==> src/rtl/alu_pipe.sv <==
// Two-stage pipelined ALU with valid/ready handshake on both ends.
// Stage 1 holds the conditioned operands; stage 2 holds the result, bit-reversed A' and flags.
module alu_pipe #(
    parameter int WIDTH   = 16,
    parameter int COUNT_W = 8
) (
    input  logic               clk,
    input  logic               rst,
    input  logic               in_valid,
    output logic               in_ready,
    input  logic [WIDTH-1:0]   InA,
    input  logic [WIDTH-1:0]   InB,
    input  logic               Cin,
    input  logic [2:0]         Oper,
    input  logic               invA,
    input  logic               invB,
    input  logic               sign,
    output logic               out_valid,
    input  logic               out_ready,
    output logic [WIDTH-1:0]   ALUout,
    output logic [WIDTH-1:0]   BTRout,
    output logic               seq,
    output logic               slt,
    output logic               sle,
    output logic               sco,
    output logic               beqz,
    output logic               bnez,
    output logic               bltz,
    output logic               bgez,
    output logic               Ofl,
    output logic [COUNT_W-1:0] op_count
);

    localparam int SH = $clog2(WIDTH);

    logic             s1_valid;
    logic [WIDTH-1:0] s1_a;
    logic [WIDTH-1:0] s1_b;
    logic             s1_cin;
    logic [2:0]       s1_op;
    logic             s1_sign;

    logic adv2;
    logic adv1;
    logic accept;

    assign adv2     = !out_valid || out_ready;
    assign adv1     = !s1_valid || adv2;
    // Gated by reset so nothing is offered as accepted while the pipe is held clear
    assign in_ready = rst && adv1;
    assign accept   = in_valid && in_ready;

    always_ff @(posedge clk or negedge rst) begin
        if (!rst) begin
            s1_valid <= 1'b0;
            s1_a     <= '0;
            s1_b     <= '0;
            s1_cin   <= 1'b0;
            s1_op    <= '0;
            s1_sign  <= 1'b0;
        end else if (adv1) begin
            s1_valid <= accept;
            if (accept) begin
                s1_a    <= invA ? ~InA : InA;
                s1_b    <= invB ? ~InB : InB;
                s1_cin  <= Cin;
                s1_op   <= Oper;
                s1_sign <= sign;
            end
        end
    end

    logic [SH-1:0]      amt;
    logic [2*WIDTH-1:0] rl_w;
    logic [2*WIDTH-1:0] rr_w;
    logic [WIDTH:0]     sum;
    logic [WIDTH-1:0]   res;
    logic [WIDTH-1:0]   btr;
    logic               ovf_s;
    logic               ofl_n;

    always_comb begin
        amt   = s1_b[SH-1:0];
        rl_w  = {s1_a, s1_a} << amt;
        rr_w  = {s1_a, s1_a} >> amt;
        sum   = {1'b0, s1_a} + {1'b0, s1_b} + {{WIDTH{1'b0}}, s1_cin};
        ovf_s = (s1_a[WIDTH-1] == s1_b[WIDTH-1]) && (sum[WIDTH-1] != s1_a[WIDTH-1]);
        res   = '0;
        case (s1_op)
            3'b000:  res = rl_w[2*WIDTH-1:WIDTH];
            3'b001:  res = s1_a << amt;
            3'b010:  res = rr_w[WIDTH-1:0];
            3'b011:  res = s1_a >> amt;
            3'b100:  res = sum[WIDTH-1:0];
            3'b101:  res = s1_a & s1_b;
            3'b110:  res = s1_a | s1_b;
            default: res = s1_a ^ s1_b;
        endcase
        ofl_n = (s1_op == 3'b100) ? (s1_sign ? ovf_s : sum[WIDTH]) : 1'b0;
        btr   = '0;
        for (int unsigned i = 0; i < WIDTH; i++) begin
            btr[i] = s1_a[WIDTH-1-i];
        end
    end

    always_ff @(posedge clk or negedge rst) begin
        if (!rst) begin
            out_valid <= 1'b0;
            ALUout    <= '0;
            BTRout    <= '0;
            seq       <= 1'b0;
            slt       <= 1'b0;
            sle       <= 1'b0;
            sco       <= 1'b0;
            beqz      <= 1'b0;
            bnez      <= 1'b0;
            bltz      <= 1'b0;
            bgez      <= 1'b0;
            Ofl       <= 1'b0;
        end else if (adv2) begin
            out_valid <= s1_valid;
            if (s1_valid) begin
                ALUout <= res;
                BTRout <= btr;
                seq    <= (s1_a == s1_b);
                slt    <= ($signed(s1_a) <  $signed(s1_b));
                sle    <= ($signed(s1_a) <= $signed(s1_b));
                sco    <= sum[WIDTH];
                beqz   <= (s1_a == '0);
                bnez   <= (s1_a != '0);
                bltz   <= s1_a[WIDTH-1];
                bgez   <= !s1_a[WIDTH-1];
                Ofl    <= ofl_n;
            end
        end
    end

    always_ff @(posedge clk or negedge rst) begin
        if (!rst) begin
            op_count <= '0;
        end else if (out_valid && out_ready) begin
            op_count <= op_count + 1'b1;
        end
    end

endmodule
==> config.mk <==
export PLATFORM = sky130hd
export DESIGN_NAME = alu_pipe
export DESIGN_NICKNAME = d
export VERILOG_FILES = /design/src/rtl/alu_pipe.sv
export SDC_FILE = /design/constraint.sdc
export NUM_CORES = 1
export LEC_CHECK = 0
export CORE_UTILIZATION = 55
export CTS_BUF_LIST = sky130_fd_sc_hd__clkbuf_4
export DETAILED_ROUTE_END_ITERATION = 12
export DONT_BUFFER_PORTS = 1
export GPL_TIMING_DRIVEN = 0
export PLACE_DENSITY = 0.72
export SLEW_MARGIN = 20
export SYNTH_ARGS = -nofsm -noshare
export SYNTH_HDL_FRONTEND = slang
export SYNTH_SLANG_ARGS = --single-unit
==> constraint.sdc <==
create_clock -name clk -period 5.93 [get_ports clk]
set_input_delay 0.2965 -clock clk [delete_from_list [all_inputs] [get_ports clk]]
set_output_delay 0.2965 -clock clk [all_outputs]
set_load 0.005 [all_outputs]
==> metrics.md <==
| Metric | Value |
|---|---|
| Synth unique cells | 71 |
| IO Pins | 94 |
| Clock sinks | 87 |
| Seq/Total Area, Yosys | approximately 27% |
| Top_reg_cell synth | dfrtp_1 |
| DP Cell Count | between 1000 and 1500 |
| CTS Buf Count | 9 |
| Total Power | ~3 mW |
| Setup crit start kind | register |
| Multi-input logic area | 5210 um2 |
| Min-delay worst type | primary input to register |
| Synthesized area per cell | about 8.5 um2 |
| FF-to-FF setup slack | between 2000 and 2500 ps |
| Post-route minimum period | 3740 ps |
| DRT Pass-1 Iters | 6 |
| Antenna violations before repair | 1 |
| FF/Latch Area | approximately 2200 um2 |
| Hold Crit Depth | 3 |
| Die Height | 122 um |
| Hold_ws | around 12 ps |
| Async set-or-reset flop fraction in the synthesized netlist | 100% |
| Post-route insts no fill | between 1000 and 1500 |
| Most frequent cells in the layout | 87 x dfrtp_1, 83 x a21oi_1, 79 x nor2_1, 72 x nand2_1, 54 x clkbuf_1 |
| # nets final | about 1100 |
| P_int | 1.47 mW |
| R2r worst-path depth | 12 |
| Pwr/cell area | 349 nW/um2 |
| Met3 Resource Use GR | roughly 14% |
| Max cap viols | 0 |
| Met2 Use GR | 63.2% |
| Outcome | finished clean |
| RSZ-0062 raised after global routing | false |
| DPL Wire Length | 23800 um |
| Core area | 14000 um2 |
| Endpoints failing hold | 0 |
| Fin. max-slew vios | 0 |
| Latest clock arrival within the worst-skew pair | 510 ps |
| CP Data Required Time | 6340 ps |
| Synthesized cell area | ~8000 um2 |
| DRC Markers | 0 |
| HP Start | InA[14] |
| CP arrival | between 4000 and 5000 ps |
| Net Switching | ~1.5 mW |
| Logic pwr share | 57.0% |
| Number of global-route vias before repair | around 7800 |
| First-pass GRT wire length | between 40000 and 50000 um |
| Synthesized Nets | 1027 |
| Drt via density | roughly 7.0 |
| Antenna-violating nets left | 0 |
| Worst slew pin tran | between 1000 and 1500 ps |
| Worst r2r src | s1_b[2]$_DFFE_PN0P_ |
| VDD IR-drop max | between 200 and 300 uV |
| EDFF count, synth | 0 |
| RR Endpoint | Ofl$_DFFE_PN0P_ |
| Flop pwr share | a little under a third |
| Largest net degree at the start of global routing | 88 |
| Post_cts resized | 0 |
| Root Buffer | clkbuf_4 |
| WS Path Type | register to register |
| GRT Total Usage | ~44% |
| Port bufs | 0 |
| GR peak layer | met2 |
| Most common cell after layout, fill and taps aside | dfrtp_1 |
| CTS max path bufs | 2 |
| Tcrit/Tclk final | 63.0% |
| Leakage | between 3 and 4 nW |
| Clock network power share | between 10% and 20% |
| Initial Utilization | between 50 and 60% |
| Grt total ovfl | 0 |
| Worst clock skew | ~31 ps |
| Relative slew slack | 20.3% |
| Die Wd | roughly 120 um |
| Fmax | 268 MHz |
| Crit end category | register |
| Synth Warn # | 0 |
| Post-layout util | about 62% |
| Area delta synth->final | 8.70% |
| Sw Share | a little over 50% |
| 1st-iter DRT viols | 1219 |
| #FFs+latches synth | slightly below 90 |
| Aggregate routed wire length | between 30000 and 40000 um |
| Clock Pin Slew Worst Setup and Hold Paths | ~190 ps |
| Routed len/inst | ~28 um |
| Crit-path max FO | 11 |
| Final GP Congestion | just over 1 |
| Fill cells | 1231 |
| CTS tree | built |
| Row count | between 40 and 50 |
| H-Tree Depth | 3 |
| Hold path endpoint | s1_a[14]$_DFFE_PN0P_ |
| # setup viols final | 0 |
| Die area | 14900 um2 |
| Cells after Synth | between 900 and 1000 |
| Via count | between 8000 and 9000 |
| Fin Setup TNS | 0 ps |
| Share of cells above drive strength 1 | approximately a tenth |
| Global routing met1 resource utilization | between 50 and 60% |
repair_timing:
action,in CTS,in global routing
setup buffers,0,0
hold endpoints to repair,116,0
hold buffers,30,0
per-stage QoR:
stage | instance area [um2] | worst slack (ps)
final | 8650 | 2190
after global placement | 8180 | 2300
after CTS | 8640 | 2320
after floorplan | 7950 | 3020
after detailed placement | 8180 | 2330
after global routing | 8640 | 2160
registers in the layout, summed over array words and instances (netlist names), 3 cells and up:
signal / count
s1_b: 16
BTRout: 16
ALUout: 16
s1_a: 16
s1_op: 3
op_count: 8
worst max path at each step:
stage | startpoint | end | slack [ps] | cells past startpoint
3_5_place_dp | s1_b[2]$_DFFE_PN0P_ | Ofl$_DFFE_PN0P_ | 2330 | 12
6_report | s1_b[2]$_DFFE_PN0P_ | Ofl$_DFFE_PN0P_ | 2190 | 12
4_1_cts | s1_b[2]$_DFFE_PN0P_ | Ofl$_DFFE_PN0P_ | 2320 | 12
3_3_place_gp | s1_b[2]$_DFFE_PN0P_ | Ofl$_DFFE_PN0P_ | 2300 | 12
5_1_grt | s1_b[2]$_DFFE_PN0P_ | Ofl$_DFFE_PN0P_ | 2160 | 12
2_1_floorplan | s1_b[2]$_DFFE_PN0P_ | Ofl$_DFFE_PN0P_ | 3020 | 12
synth_stat cells, drive strengths merged (17+ instances only):
library cell,n,area share [%]
inv,42,2.0
clkbuf,54,2.5
nor2,79,3.7
a21oi,83,5.2
mux4,22,6.2
o22ai,26,2.0
nand2,72,3.4
mux2,22,3.3
nand3,19,1.2
nand2b,17,1.3
buf,33,2.5
mux2i,41,5.2
ha,50,7.9
xor2,34,3.7
dfrtp,87,27
nor2b,19,1.5
o21ai,49,3.1
power by group through the flow:
| stage | clock network [mW] | registers [mW] | logic (mW) |
|---|---|---|---|
| floorplan | 0 | 0.873 | 1.12 |
| global placement | 0 | 0.932 | 1.59 |
| detailed placement | 0 | 0.937 | 1.58 |
| CTS | 0.360 | 0.926 | 1.62 |
| global route | 0.383 | 0.952 | 1.79 |
| finish | 0.366 | 0.932 | 1.72 |
critical path, cell delays in order (launching register included):
cell	delay [ps]
dfrtp_1	450
buf_6	160
buf_4	180
buf_4	200
inv_2	60
clkbuf_1	630
ha_1	470
nor2b_1	190
o31a_1	270
o21a_1	230
a21o_1	230
a31o_1	270
a221o_1	300
area by class of cell:
| cell class | count | share of cell area (%) |
|---|---|---|
| Clock buffer | 9 | 0.781 |
| Antenna cell | 1 | 0.0289 |
| Buffer | 87 | 4.66 |
| Inverter | 43 | 1.87 |
| Clock inverter | 7 | 0.912 |
| Timing Repair Buffer | 30 | 3.68 |
| Sequential cell | 87 | 25.2 |
| Multi-Input combinational cell | 715 | 60.3 |
| Tap cell | 180 | 2.60 |
cells by family after synthesis:
family          synth area share [%]
fa+ha+maj                       8.37
flops                           27.4
xor+xnor                        5.29
simple gates                    15.6
compound gates                  21.6
buf+inv                         7.09
mux                             14.7
metal layers:
metal,part of all wire [%],routed length [um]
met5,0.10,33
met4,6.6,2140
met3,13,4260
met1,39,12500
met2,42,13500
No activity file was read; power rests on OpenSTA's default activity.
